==> config.mk <==
export PLATFORM = sky130hd
export DESIGN_NAME = vram_slot_arbiter
export DESIGN_NICKNAME = d
export VERILOG_FILES = /design/src/rtl/vram_slot_arbiter.sv
export SDC_FILE = /design/constraint.sdc
export NUM_CORES = 1
export LEC_CHECK = 0
export BUFFER_PORTS_ARGS = -buffer_cell sky130_fd_sc_hd__buf_2
export CORE_AREA = 2 2 128 130
export DETAILED_ROUTE_END_ITERATION = 7
export DIE_AREA = 0 0 130 132
export PLACE_DENSITY = 0.79
export SLEW_MARGIN = 20
export SYNTH_ARGS = -nofsm -noshare
export SYNTH_HDL_FRONTEND = slang
export SYNTH_SLANG_ARGS = --single-unit
==> constraint.sdc <==
create_clock -name clk -period 3 [get_ports clk]
set_input_delay 0 -clock clk [delete_from_list [all_inputs] [get_ports clk]]
set_output_delay 0 -clock clk [all_outputs]
set_load 0.03 [all_outputs]
==> src/rtl/vram_slot_arbiter.sv <==
`default_nettype none
// ============================================================================
// Module : vram_slot_arbiter
// Brief  : Eight-slot time-division arbiter sharing one VRAM port between the
//          display fetch, CPU reads/writes (via a write FIFO) and a fill engine.
// Rev    : 1.0 - initial release
// ============================================================================
module vram_slot_arbiter #(
   parameter int ADDR_W      = 15,
   parameter int WFIFO_DEPTH = 4
) (
   input  logic              clk,
   input  logic              reset,
   input  logic              slot_en_i,
   output logic [2:0]        slot_o,
   input  logic [ADDR_W-1:0] disp_addr_i,
   output logic              disp_fetch_o,
   input  logic              cpu_wr_valid_i,
   output logic              cpu_wr_ready_o,
   input  logic [ADDR_W-1:0] cpu_wr_addr_i,
   input  logic [7:0]        cpu_wr_data_i,
   input  logic              cpu_rd_req_i,
   input  logic [ADDR_W-1:0] cpu_rd_addr_i,
   output logic              cpu_rd_busy_o,
   output logic              cpu_rd_valid_o,
   output logic [7:0]        cpu_rd_data_o,
   input  logic              fill_start_i,
   input  logic [ADDR_W-1:0] fill_addr_i,
   input  logic [15:0]       fill_len_i,
   input  logic [7:0]        fill_value_i,
   output logic              fill_busy_o,
   output logic [ADDR_W-1:0] ram_addr_o,
   output logic              ram_we_o,
   output logic [7:0]        ram_wdata_o,
   input  logic [7:0]        ram_rdata_i
);

   localparam int PTR_W = (WFIFO_DEPTH > 1) ? $clog2(WFIFO_DEPTH) : 1;
   localparam int CNT_W = $clog2(WFIFO_DEPTH + 1);
   localparam logic [CNT_W-1:0]  CNT_ONE  = CNT_W'(1);
   localparam logic [CNT_W-1:0]  CNT_FULL = CNT_W'(WFIFO_DEPTH);
   localparam logic [PTR_W-1:0]  PTR_ONE  = PTR_W'(1);
   localparam logic [ADDR_W-1:0] ADDR_ONE = ADDR_W'(1);

   typedef enum logic [0:0] {
      FILL_IDLE = 1'b0,
      FILL_RUN  = 1'b1
   } fill_state_t;

   // Slot counter
   logic [2:0] slot_q, slot_d;

   // Write FIFO
   logic [ADDR_W-1:0] wf_addr_q [WFIFO_DEPTH];
   logic [7:0]        wf_data_q [WFIFO_DEPTH];
   logic [PTR_W-1:0]  wf_wptr_q, wf_rptr_q;
   logic [CNT_W-1:0]  wf_cnt_q, wf_cnt_d;
   logic              fifo_push, fifo_pop, fifo_ne;

   // CPU read
   logic              rd_busy_q, rd_inflight_q, rd_valid_q;
   logic [ADDR_W-1:0] rd_addr_q;
   logic [7:0]        rd_data_q;
   logic              rd_pend;

   // Fill engine
   fill_state_t       fill_state_q;
   logic [ADDR_W-1:0] fill_addr_q;
   logic [15:0]       fill_len_q;
   logic [7:0]        fill_val_q;
   logic              fill_rdy;

   // RAM port
   logic [ADDR_W-1:0] ram_addr_q;
   logic              ram_we_q;
   logic [7:0]        ram_wdata_q;

   logic disp_slot, cpu_slot;
   logic gnt_wr, gnt_rd, gnt_fill;

   assign disp_slot = (slot_q < 3'd3);
   assign cpu_slot  = (slot_q == 3'd3) || (slot_q == 3'd7);
   assign fifo_ne   = (wf_cnt_q != '0);
   assign rd_pend   = rd_busy_q && !rd_inflight_q;
   assign fill_rdy  = (fill_state_q == FILL_RUN) && (fill_len_q != 16'd0);

   // A read is only reachable once the FIFO is empty, so it observes all earlier CPU writes.
   always_comb begin
      gnt_wr   = 1'b0;
      gnt_rd   = 1'b0;
      gnt_fill = 1'b0;
      if (!disp_slot) begin
         if (cpu_slot) begin
            if (fifo_ne)       gnt_wr   = 1'b1;
            else if (rd_pend)  gnt_rd   = 1'b1;
            else if (fill_rdy) gnt_fill = 1'b1;
         end else begin
            if (fill_rdy)      gnt_fill = 1'b1;
            else if (fifo_ne)  gnt_wr   = 1'b1;
            else if (rd_pend)  gnt_rd   = 1'b1;
         end
      end
   end

   assign slot_d = slot_en_i ? (slot_q + 3'd1) : slot_q;

   always_ff @(posedge clk) begin
      if (reset) slot_q <= 3'd0;
      else       slot_q <= slot_d;
   end

   assign fifo_push = cpu_wr_valid_i && cpu_wr_ready_o;
   assign fifo_pop  = slot_en_i && gnt_wr;

   always_comb begin
      wf_cnt_d = wf_cnt_q;
      if (fifo_push && !fifo_pop)      wf_cnt_d = wf_cnt_q + CNT_ONE;
      else if (!fifo_push && fifo_pop) wf_cnt_d = wf_cnt_q - CNT_ONE;
   end

   always_ff @(posedge clk) begin
      if (reset) begin
         wf_wptr_q <= '0;
         wf_rptr_q <= '0;
         wf_cnt_q  <= '0;
      end else begin
         wf_cnt_q <= wf_cnt_d;
         if (fifo_push) wf_wptr_q <= wf_wptr_q + PTR_ONE;
         if (fifo_pop)  wf_rptr_q <= wf_rptr_q + PTR_ONE;
      end
   end

   always_ff @(posedge clk) begin
      if (fifo_push) begin
         wf_addr_q[wf_wptr_q] <= cpu_wr_addr_i;
         wf_data_q[wf_wptr_q] <= cpu_wr_data_i;
      end
   end

   // Read data is sampled on the slot following the one that drove its address.
   always_ff @(posedge clk) begin
      if (reset) begin
         rd_busy_q     <= 1'b0;
         rd_inflight_q <= 1'b0;
         rd_valid_q    <= 1'b0;
         rd_addr_q     <= '0;
         rd_data_q     <= 8'd0;
      end else begin
         rd_valid_q <= 1'b0;
         if (!rd_busy_q && cpu_rd_req_i) begin
            rd_busy_q <= 1'b1;
            rd_addr_q <= cpu_rd_addr_i;
         end
         if (slot_en_i && gnt_rd) rd_inflight_q <= 1'b1;
         if (slot_en_i && rd_inflight_q) begin
            rd_data_q     <= ram_rdata_i;
            rd_valid_q    <= 1'b1;
            rd_busy_q     <= 1'b0;
            rd_inflight_q <= 1'b0;
         end
      end
   end

   always_ff @(posedge clk) begin
      if (reset) begin
         fill_state_q <= FILL_IDLE;
         fill_addr_q  <= '0;
         fill_len_q   <= 16'd0;
         fill_val_q   <= 8'd0;
      end else begin
         case (fill_state_q)
            FILL_IDLE: begin
               if (fill_start_i && (fill_len_i != 16'd0)) begin
                  fill_addr_q  <= fill_addr_i;
                  fill_len_q   <= fill_len_i;
                  fill_val_q   <= fill_value_i;
                  fill_state_q <= FILL_RUN;
               end
            end
            FILL_RUN: begin
               if (fill_len_q == 16'd0) begin
                  fill_state_q <= FILL_IDLE;
               end else if (slot_en_i && gnt_fill) begin
                  fill_addr_q <= fill_addr_q + ADDR_ONE;
                  fill_len_q  <= fill_len_q - 16'd1;
               end
            end
            default: fill_state_q <= FILL_IDLE;
         endcase
      end
   end

   // Unused slots leave the address parked and only drop the write enable.
   always_ff @(posedge clk) begin
      if (reset) begin
         ram_addr_q  <= '0;
         ram_we_q    <= 1'b0;
         ram_wdata_q <= 8'd0;
      end else if (slot_en_i) begin
         if (disp_slot) begin
            ram_addr_q <= disp_addr_i;
            ram_we_q   <= 1'b0;
         end else if (gnt_wr) begin
            ram_addr_q  <= wf_addr_q[wf_rptr_q];
            ram_wdata_q <= wf_data_q[wf_rptr_q];
            ram_we_q    <= 1'b1;
         end else if (gnt_rd) begin
            ram_addr_q <= rd_addr_q;
            ram_we_q   <= 1'b0;
         end else if (gnt_fill) begin
            ram_addr_q  <= fill_addr_q;
            ram_wdata_q <= fill_val_q;
            ram_we_q    <= 1'b1;
         end else begin
            ram_we_q <= 1'b0;
         end
      end
   end

   assign slot_o         = slot_q;
   assign disp_fetch_o   = (slot_q != 3'd0) && (slot_q < 3'd4);
   assign cpu_wr_ready_o = (wf_cnt_q != CNT_FULL);
   assign cpu_rd_busy_o  = rd_busy_q;
   assign cpu_rd_valid_o = rd_valid_q;
   assign cpu_rd_data_o  = rd_data_q;
   assign fill_busy_o    = (fill_state_q == FILL_RUN);
   assign ram_addr_o     = ram_addr_q;
   assign ram_we_o       = ram_we_q;
   assign ram_wdata_o    = ram_wdata_q;

endmodule
`default_nettype wire

=== Word-level counts from Yosys, hierarchy flattened ===
Memory sizes are Yosys's and may differ from the RTL's. A register that Yosys moved wholly into a read port is not among the register bits.
Index checks and enable logic that the tools add are counted.

* Eq/ne operators: 7
* $lt $le $gt $ge: 2
* Add/sub/neg operators: 7
* Reductions and logical operators: 30
* Bitwise operators: 2
* Multiplexer cells: 45

{| class="wikitable"
|+ Operators with widths
! cell !! count
|-
| 15-bit two-way mux || 7
|-
| 16-bit two-way mux || 3
|-
| 16-bit one-hot mux with 2 select lines || 1
|-
| 16-bit nonzero test || 2
|-
| 15-bit one-hot mux with 2 select lines || 1
|-
| 8-bit two-way mux || 3
|-
| 1-bit two-way mux || 23
|-
| 16-bit logical NOT || 1
|-
| 16-bit by 1-bit subtractor with 16-bit output, second input constant || 1
|-
| 15-bit by 1-bit adder with 15-bit output, second input constant || 1
|-
| 1-bit logical AND || 12
|-
| 2-bit two-way mux || 4
|-
| 3-bit by 1-bit adder with 3-bit output, second input constant || 2
|-
| 3-bit two-way mux || 2
|-
| 2-bit inequality test, second input constant || 3
|-
| 3-bit nonzero test || 2
|-
| 2-bit by 1-bit adder with 2-bit output, second input constant || 2
|-
| 1-bit logical NOT || 4
|-
| 2-bit AND reduction || 2
|-
| 4-bit AND reduction || 1
|-
| 2-bit nonzero test || 2
|-
| 4-bit nonzero test || 1
|-
| 3-bit by 2-bit equality test with 1-bit output, second input constant || 1
|-
| 3-bit equality test, second input constant || 1
|-
| 10 further kinds || 11
|}

* Bits in writable memories: 92
* Flip-flop bits (word level): 100
* Memories kept: 2
* Bits of input ports: 106
* Output and inout bits: 40
* Word-level logic and storage cells: 111

{| class="wikitable"
|+ Memory list
! memory !! depth !! bits a word !! rd ports !! clocked after memory_dff !! write ports !! RTL line !! source
|-
| wf_addr_q || 4 || 15 || 1 || 1 || 1 || 54 || <nowiki>logic [ADDR_W-1:0] wf_addr_q [WFIFO_DEPTH];</nowiki>
|-
| wf_data_q || 4 || 8 || 1 || 1 || 1 || 55 || <nowiki>logic [7:0] wf_data_q [WFIFO_DEPTH];</nowiki>
|}

=== Depth between registers and ports, before layout ===
* Depth after elaboration: 11
* Gate-level depth with buffers: 14

=== Least setup slack after synthesis ===
OpenSTA, ideal clock, no wires.

* Kind: register -> register
* Start: register slot_q[0], in the netlist slot_o[0]
* End: register wf_cnt_q[2]
* Arrival time: 2.861 ns
* Cell stages (with the launch flop): 13
* Period minus slack after synthesis: 2.932 ns
* Required time: 2.930 ns
* Setup slack: 0.068 ns
* Path through: dfxtp_1 ha_1 nor2b_1 buf_2 buf_1 a21oi_1 inv_1 ha_1 inv_1 fa_1 xor2_1 or3_1 a21oi_1

* Cells in the longest elaborated chain, start to end: 8

{| class="wikitable"
|+ Ends and longest elaborated chain
! what !! RTL line !! source
|-
| start, declared || 51 || <nowiki>logic [2:0] slot_q, slot_d;</nowiki>
|-
| start signal, assigned || 109 || <nowiki>else slot_q <= slot_d;</nowiki>
|-
| 3-bit by 2-bit equality test with 1-bit output / 3-bit equality test (equally long branches) || 82 || <nowiki>assign cpu_slot = (slot_q == 3'd3) || (slot_q == 3'd7);</nowiki>
|-
| 1-bit logical OR || 82 ||
|-
| 1-bit two-way mux || 93 || <nowiki>if (cpu_slot) begin</nowiki>
|-
| 1-bit two-way mux (*) || 92 || <nowiki>if (!disp_slot) begin</nowiki>
|-
| 1-bit logical AND (*) || 113 || <nowiki>assign fifo_pop = slot_en_i && gnt_wr;</nowiki>
|-
| 1-bit logical NOT || 117 || <nowiki>if (fifo_push && !fifo_pop) wf_cnt_d = wf_cnt_q + CNT_ONE;</nowiki>
|-
| 1-bit logical AND || 117 ||
|-
| 3-bit two-way mux / 2-bit nonzero test (equally long branches) || n/a ||
|-
| end signal, assigned || 127 || <nowiki>wf_cnt_q <= wf_cnt_d;</nowiki>
|-
| end, declared || 57 || <nowiki>logic [CNT_W-1:0] wf_cnt_q, wf_cnt_d;</nowiki>
|}

Every way passes the cells marked *; elsewhere a longest branch is shown, timed or not.
A chain may end at the register's enable or synchronous reset.

=== Worst setup path in the final report ===
* Start: register fill_len_q[0]
* End: register fill_addr_q[12]

* Cells in the longest elaborated chain, start to end: 10

{| class="wikitable"
|+ Ends and longest elaborated chain
! what !! RTL line !! source
|-
| start, declared || 69 || <nowiki>logic [15:0] fill_len_q;</nowiki>
|-
| start signal, assigned || 175 || <nowiki>fill_len_q <= fill_len_i;</nowiki>
|-
| start signal, assigned || 185 || <nowiki>fill_len_q <= fill_len_q - 16'd1;</nowiki>
|-
| 16-bit nonzero test || 85 || <nowiki>assign fill_rdy = (fill_state_q == FILL_RUN) && (fill_len_q != 16'd0);</nowiki>
|-
| 1-bit logical AND || 85 ||
|-
| 1-bit two-way mux || 96, 98 ||
|-
| 1-bit two-way mux || 95 || <nowiki>else if (rd_pend) gnt_rd = 1'b1;</nowiki>
|-
| 1-bit two-way mux || 94 || <nowiki>if (fifo_ne) gnt_wr = 1'b1;</nowiki>
|-
| 1-bit two-way mux || 93 ||
|-
| 1-bit two-way mux || 92 ||
|-
| 1-bit logical AND || 183 || <nowiki>end else if (slot_en_i && gnt_fill) begin</nowiki>
|-
| 2-bit by 1-bit inequality test with 1-bit output (no source line) || n/a ||
|-
| 3-bit AND reduction (no source line) (*) || n/a ||
|-
| end signal, assigned || 174 || <nowiki>fill_addr_q <= fill_addr_i;</nowiki>
|-
| end signal, assigned || 184 || <nowiki>fill_addr_q <= fill_addr_q + ADDR_ONE;</nowiki>
|-
| end, declared || 68 || <nowiki>logic [ADDR_W-1:0] fill_addr_q;</nowiki>
|}

Marked as above.

==> results.txt <==
----------------------------------------------------
[Run status]
  Result of the run ... finished, final reports clean

[Clock tree]
  Worst-skew pair later-pin latency ... 430 ps
  Clock Sinks ... 194
  Root Driver ... sky130_fd_sc_hd__clkbuf_16
  Post-cts resize count ... 0
  Clk pin slew, worst setup/hold paths ... 70 ps
  Clock tree from TritonCTS ... yes
  Maximum root-to-sink buffer count ... 2
  CTS H-tree depth ... 4
  Number of buffers created by CTS ... 17

[Synthesis]
  Portion of netlist area occupied by mux cells ... 6.75%
  Flip-flop and latch count after synthesis ... 194
  Post-synth net total ... 914
  Synthesis warning total ... 0
  Synth cell types ... 66
  Async set or reset register ratio after synthesis ... 0%
  Simple-Gate Fraction of Synth Area ... 13.1%
  Dominant combinational cell family by area after synthesis ... compound AO/OA/AOI/OAI gates
  Synth Flop Type ... sky130_fd_sc_hd__dfxtp_1
  Post-Syn Area ... 8710 um2
  Mapped Cells ... 797
  Synthesized-area fraction occupied by adder cells ... 1.67%
  Mean post-synth cell area ... 10.9 um2
  Share of the yosys chip area belonging to registers ... 55.2%
  XOR/XNOR Fraction of Synth Area ... 0.704%
  Number of enable-type register cells in the synthesized netlist ... 92
  Area fraction in compound gates after synthesis ... 17.9%

[STA]
  Highest attainable clock frequency ... 388 MHz
  Setup repair after global routing missed its margin ... false
  Finish-stage setup viols ... 0
  Slew at the pin with the worst max-slew slack ... 758 ps
  Worst Slack Setup Final ... 420 ps
  Post-layout min period ... 2580 ps
  Max-slew violation total from the final report ... 0
  Final setup TNS ... 0 ps
  Worst rel slew slack ... 49.5%
  Final period utilization ... 86.0%
  Number of failing hold endpoints at the final stage ... 0
  Worst Clk Skew ... 12.7 ps

[Placed design]
  Port Buffers ... 145
  HPWL Detailed ... 15100 um
  Worst slack at placement ... 493 ps
  Placer Congestion ... 0.908

[GRT]
  Vias in the first global route ... 6987
  Tot GR Track Use ... 28.5%
  Wire length of the first global-routing pass ... 37500 um
  Initial antenna violation count ... 0
  Pin count of the biggest net entering global routing ... 62
  GRT Residual Overflow ... 0

[Die]
  Initial cell density of the core ... 55.4%
  I/O pin total ... 146
  Number of core rows ... 46
  Core region area ... 15700 um2
  Die Footprint ... 17200 um2
  Die Span Y ... 132 um
  Die Span X ... 130 um

[Final layout]
  Total number of nets in the final design ... 1128
  Most frequent standard cell in the layout excluding fill and tap cells ... sky130_fd_sc_hd__buf_2
  Commonest cells after routing, fill and taps aside ... 145 x sky130_fd_sc_hd__buf_2, 104 x sky130_fd_sc_hd__nand2_1, 102 x sky130_fd_sc_hd__dfxtp_1, 92 x sky130_fd_sc_hd__edfxtp_1, 82 x sky130_fd_sc_hd__dlygate4sd3_1
  Antenna Diode Count ... 0
  Proportion of layout cells with a drive suffix above 1 ... 23.8%
  P&R area growth vs syn ... 27.0%

[Pwr]
  Worst vdd rail ir drop ... 0.000594 V
  Post-layout power ... 0.00652 W
  Leakage power ... 4.09 nW
  Power Dens Cells ... 589 nW/um2

[Drt]
  Via-to-Cell Ratio ... 5.93
  Detailed-route via count ... 7350
  Final wirelength ... 24200 um
  Average routed wire per standard cell ... 19.5 um
  Residual antenna-violating net count after detailed routing ... 0
  Iteration count of the initial detailed-routing pass ... 5
  DR DRC count ... 0
  Detailed Route Iter0 Violations ... 707

[Critical path]
  Worst Setup SP ... fill_len_q[0]$_SDFFE_PP0P_
  CP Data Arrival Time ... 2880 ps
  Largest driver fanout on the critical path ... 8
  Launching element type of the critical path ... flip-flop
  Critical Path Sink Type ... flip-flop
  WP data required ... 3300 ps
  Path type of the worst setup path ... reg -> reg
  Reg-to-reg startpoint ... fill_len_q[0]$_SDFFE_PP0P_

[Min path]
  Worst hold path startpoint ... fill_len_i[14]
  Class of the tightest hold or removal check ... in -> reg

[Run]
  Max-cap check violation count ... 0

----------------------------------------------------
## state kept, by name, summed over array words and instances, names as in the netlist, named ones only
name / flops
cpu_rd_busy_o: 1
cpu_rd_data_o: 8
cpu_rd_valid_o: 1
fill_addr_q: 15
fill_busy_o: 1
fill_len_q: 16
fill_val_q: 8
ram_addr_o: 15
ram_wdata_o: 8
ram_we_o: 1
rd_addr_q: 15
rd_inflight_q: 1
slot_o: 3
wf_addr_q: 60
wf_cnt_q: 3
wf_data_q: 32
wf_rptr_q: 2
wf_wptr_q: 2
## cells by family (layout without fill, tap and decap cells)
logic type      Yosys count  after routing
flops                   194            194
xor+xnor                  7              7
fa+ha+maj                11             11
simple gates            239            239
mux                      30             30
buf+inv                 101            328
compound gates          215            215
## layer usage
layer / track usage [%] / vias up / wire length, um
li1: - / 3431 / -
met1: 37.9 / 3573 / 9950
met2: 47.6 / 313 / 12200
met3: 5.28 / 33 / 1570
met4: 8.12 / 0 / 497
met5: 0 / - / 0
## timing repair
item,CTS,global route
hold endpoints to repair,152,0
hold buffers,82,0
buffers inserted,0,0
## Yosys cell counts, types with 3 or more instances
master	n	area share, %
sky130_fd_sc_hd__a31oi_1	7	0.50
sky130_fd_sc_hd__a221oi_1	14	1.4
sky130_fd_sc_hd__a21oi_1	66	3.8
sky130_fd_sc_hd__a211oi_1	38	3.3
sky130_fd_sc_hd__dfxtp_1	102	23
sky130_fd_sc_hd__o31ai_1	3	0.26
sky130_fd_sc_hd__edfxtp_1	92	32
sky130_fd_sc_hd__inv_1	40	1.7
sky130_fd_sc_hd__and4_1	3	0.30
sky130_fd_sc_hd__o32ai_1	16	1.6
sky130_fd_sc_hd__nand3_1	13	0.75
sky130_fd_sc_hd__clkbuf_1	33	1.4
sky130_fd_sc_hd__buf_1	6	0.26
sky130_fd_sc_hd__and3_1	5	0.36
sky130_fd_sc_hd__nor3_1	14	0.80
sky130_fd_sc_hd__o21ai_0	8	0.46
sky130_fd_sc_hd__buf_2	18	1.0
sky130_fd_sc_hd__nand2_1	104	4.5
sky130_fd_sc_hd__a21o_1	3	0.26
sky130_fd_sc_hd__mux2i_1	7	0.80
sky130_fd_sc_hd__xor2_1	3	0.30
sky130_fd_sc_hd__xnor2_1	4	0.40
sky130_fd_sc_hd__and2_1	3	0.22
sky130_fd_sc_hd__a32o_1	20	2.3
sky130_fd_sc_hd__a22oi_1	6	0.52
sky130_fd_sc_hd__a2bb2oi_1	4	0.40
sky130_fd_sc_hd__nor2_1	50	2.2
sky130_fd_sc_hd__or3_1	3	0.22
sky130_fd_sc_hd__ha_1	10	1.4
sky130_fd_sc_hd__o22ai_1	7	0.50
sky130_fd_sc_hd__nor4_1	6	0.43
sky130_fd_sc_hd__mux4_2	23	5.9
sky130_fd_sc_hd__nor2b_1	7	0.50
sky130_fd_sc_hd__nand4_1	5	0.36
sky130_fd_sc_hd__nand2b_1	15	1.1
## stage by stage
stage	hold slack (ps)	utilization [%]	area (um2)	std cells
6_report	22.2	70.4	11100	1240
3_3_place_gp	215	61.5	9670	1126
5_1_grt	45.0	70.4	11100	1240
4_1_cts	15.2	70.4	11100	1240
3_5_place_dp	217	61.5	9670	1126
2_1_floorplan	98.9	-	8710	797
## where the power goes
group	leakage (nW)	switching (W)	total [W]	internal, W
clock	0.279	0.00107	0.00226	0.00118
sequential	1.68	0.000138	0.00313	0.00299
combinational	2.13	0.000669	0.00114	0.000469
## layout make-up
type | instances | area, um2
sequential | 194 | 4800
fill | 1087 | 4650
multi-input combinational | 502 | 3500
timing repair buffer | 254 | 1760
clock buffer | 19 | 433
tap | 216 | 270
inverter | 42 | 158
clock inverter | 13 | 139
## worst paths after layout
kind	to	slack, ps	cells past startpoint
worst min-delay path	fill_len_q[14]$_SDFFE_PP0P_	20	3
worst min register to register	cpu_rd_data_o[3]$_SDFFE_PP0P_	460	2
worst max register to register	fill_addr_q[12]$_SDFFE_PP0P_	420	8
worst max-delay path	fill_addr_q[12]$_SDFFE_PP0P_	420	8
## worst max-delay path: stages (launching register included)
cell and delay (ps):
sky130_fd_sc_hd__dfxtp_1 380, sky130_fd_sc_hd__inv_1 100, sky130_fd_sc_hd__ha_1 250, sky130_fd_sc_hd__nor4b_4 150, sky130_fd_sc_hd__and4_1 310, sky130_fd_sc_hd__a211oi_2 530, sky130_fd_sc_hd__buf_4 270, sky130_fd_sc_hd__nor3_1 60
sky130_fd_sc_hd__a2111oi_0 400
(Power assumes the default switching activity.)
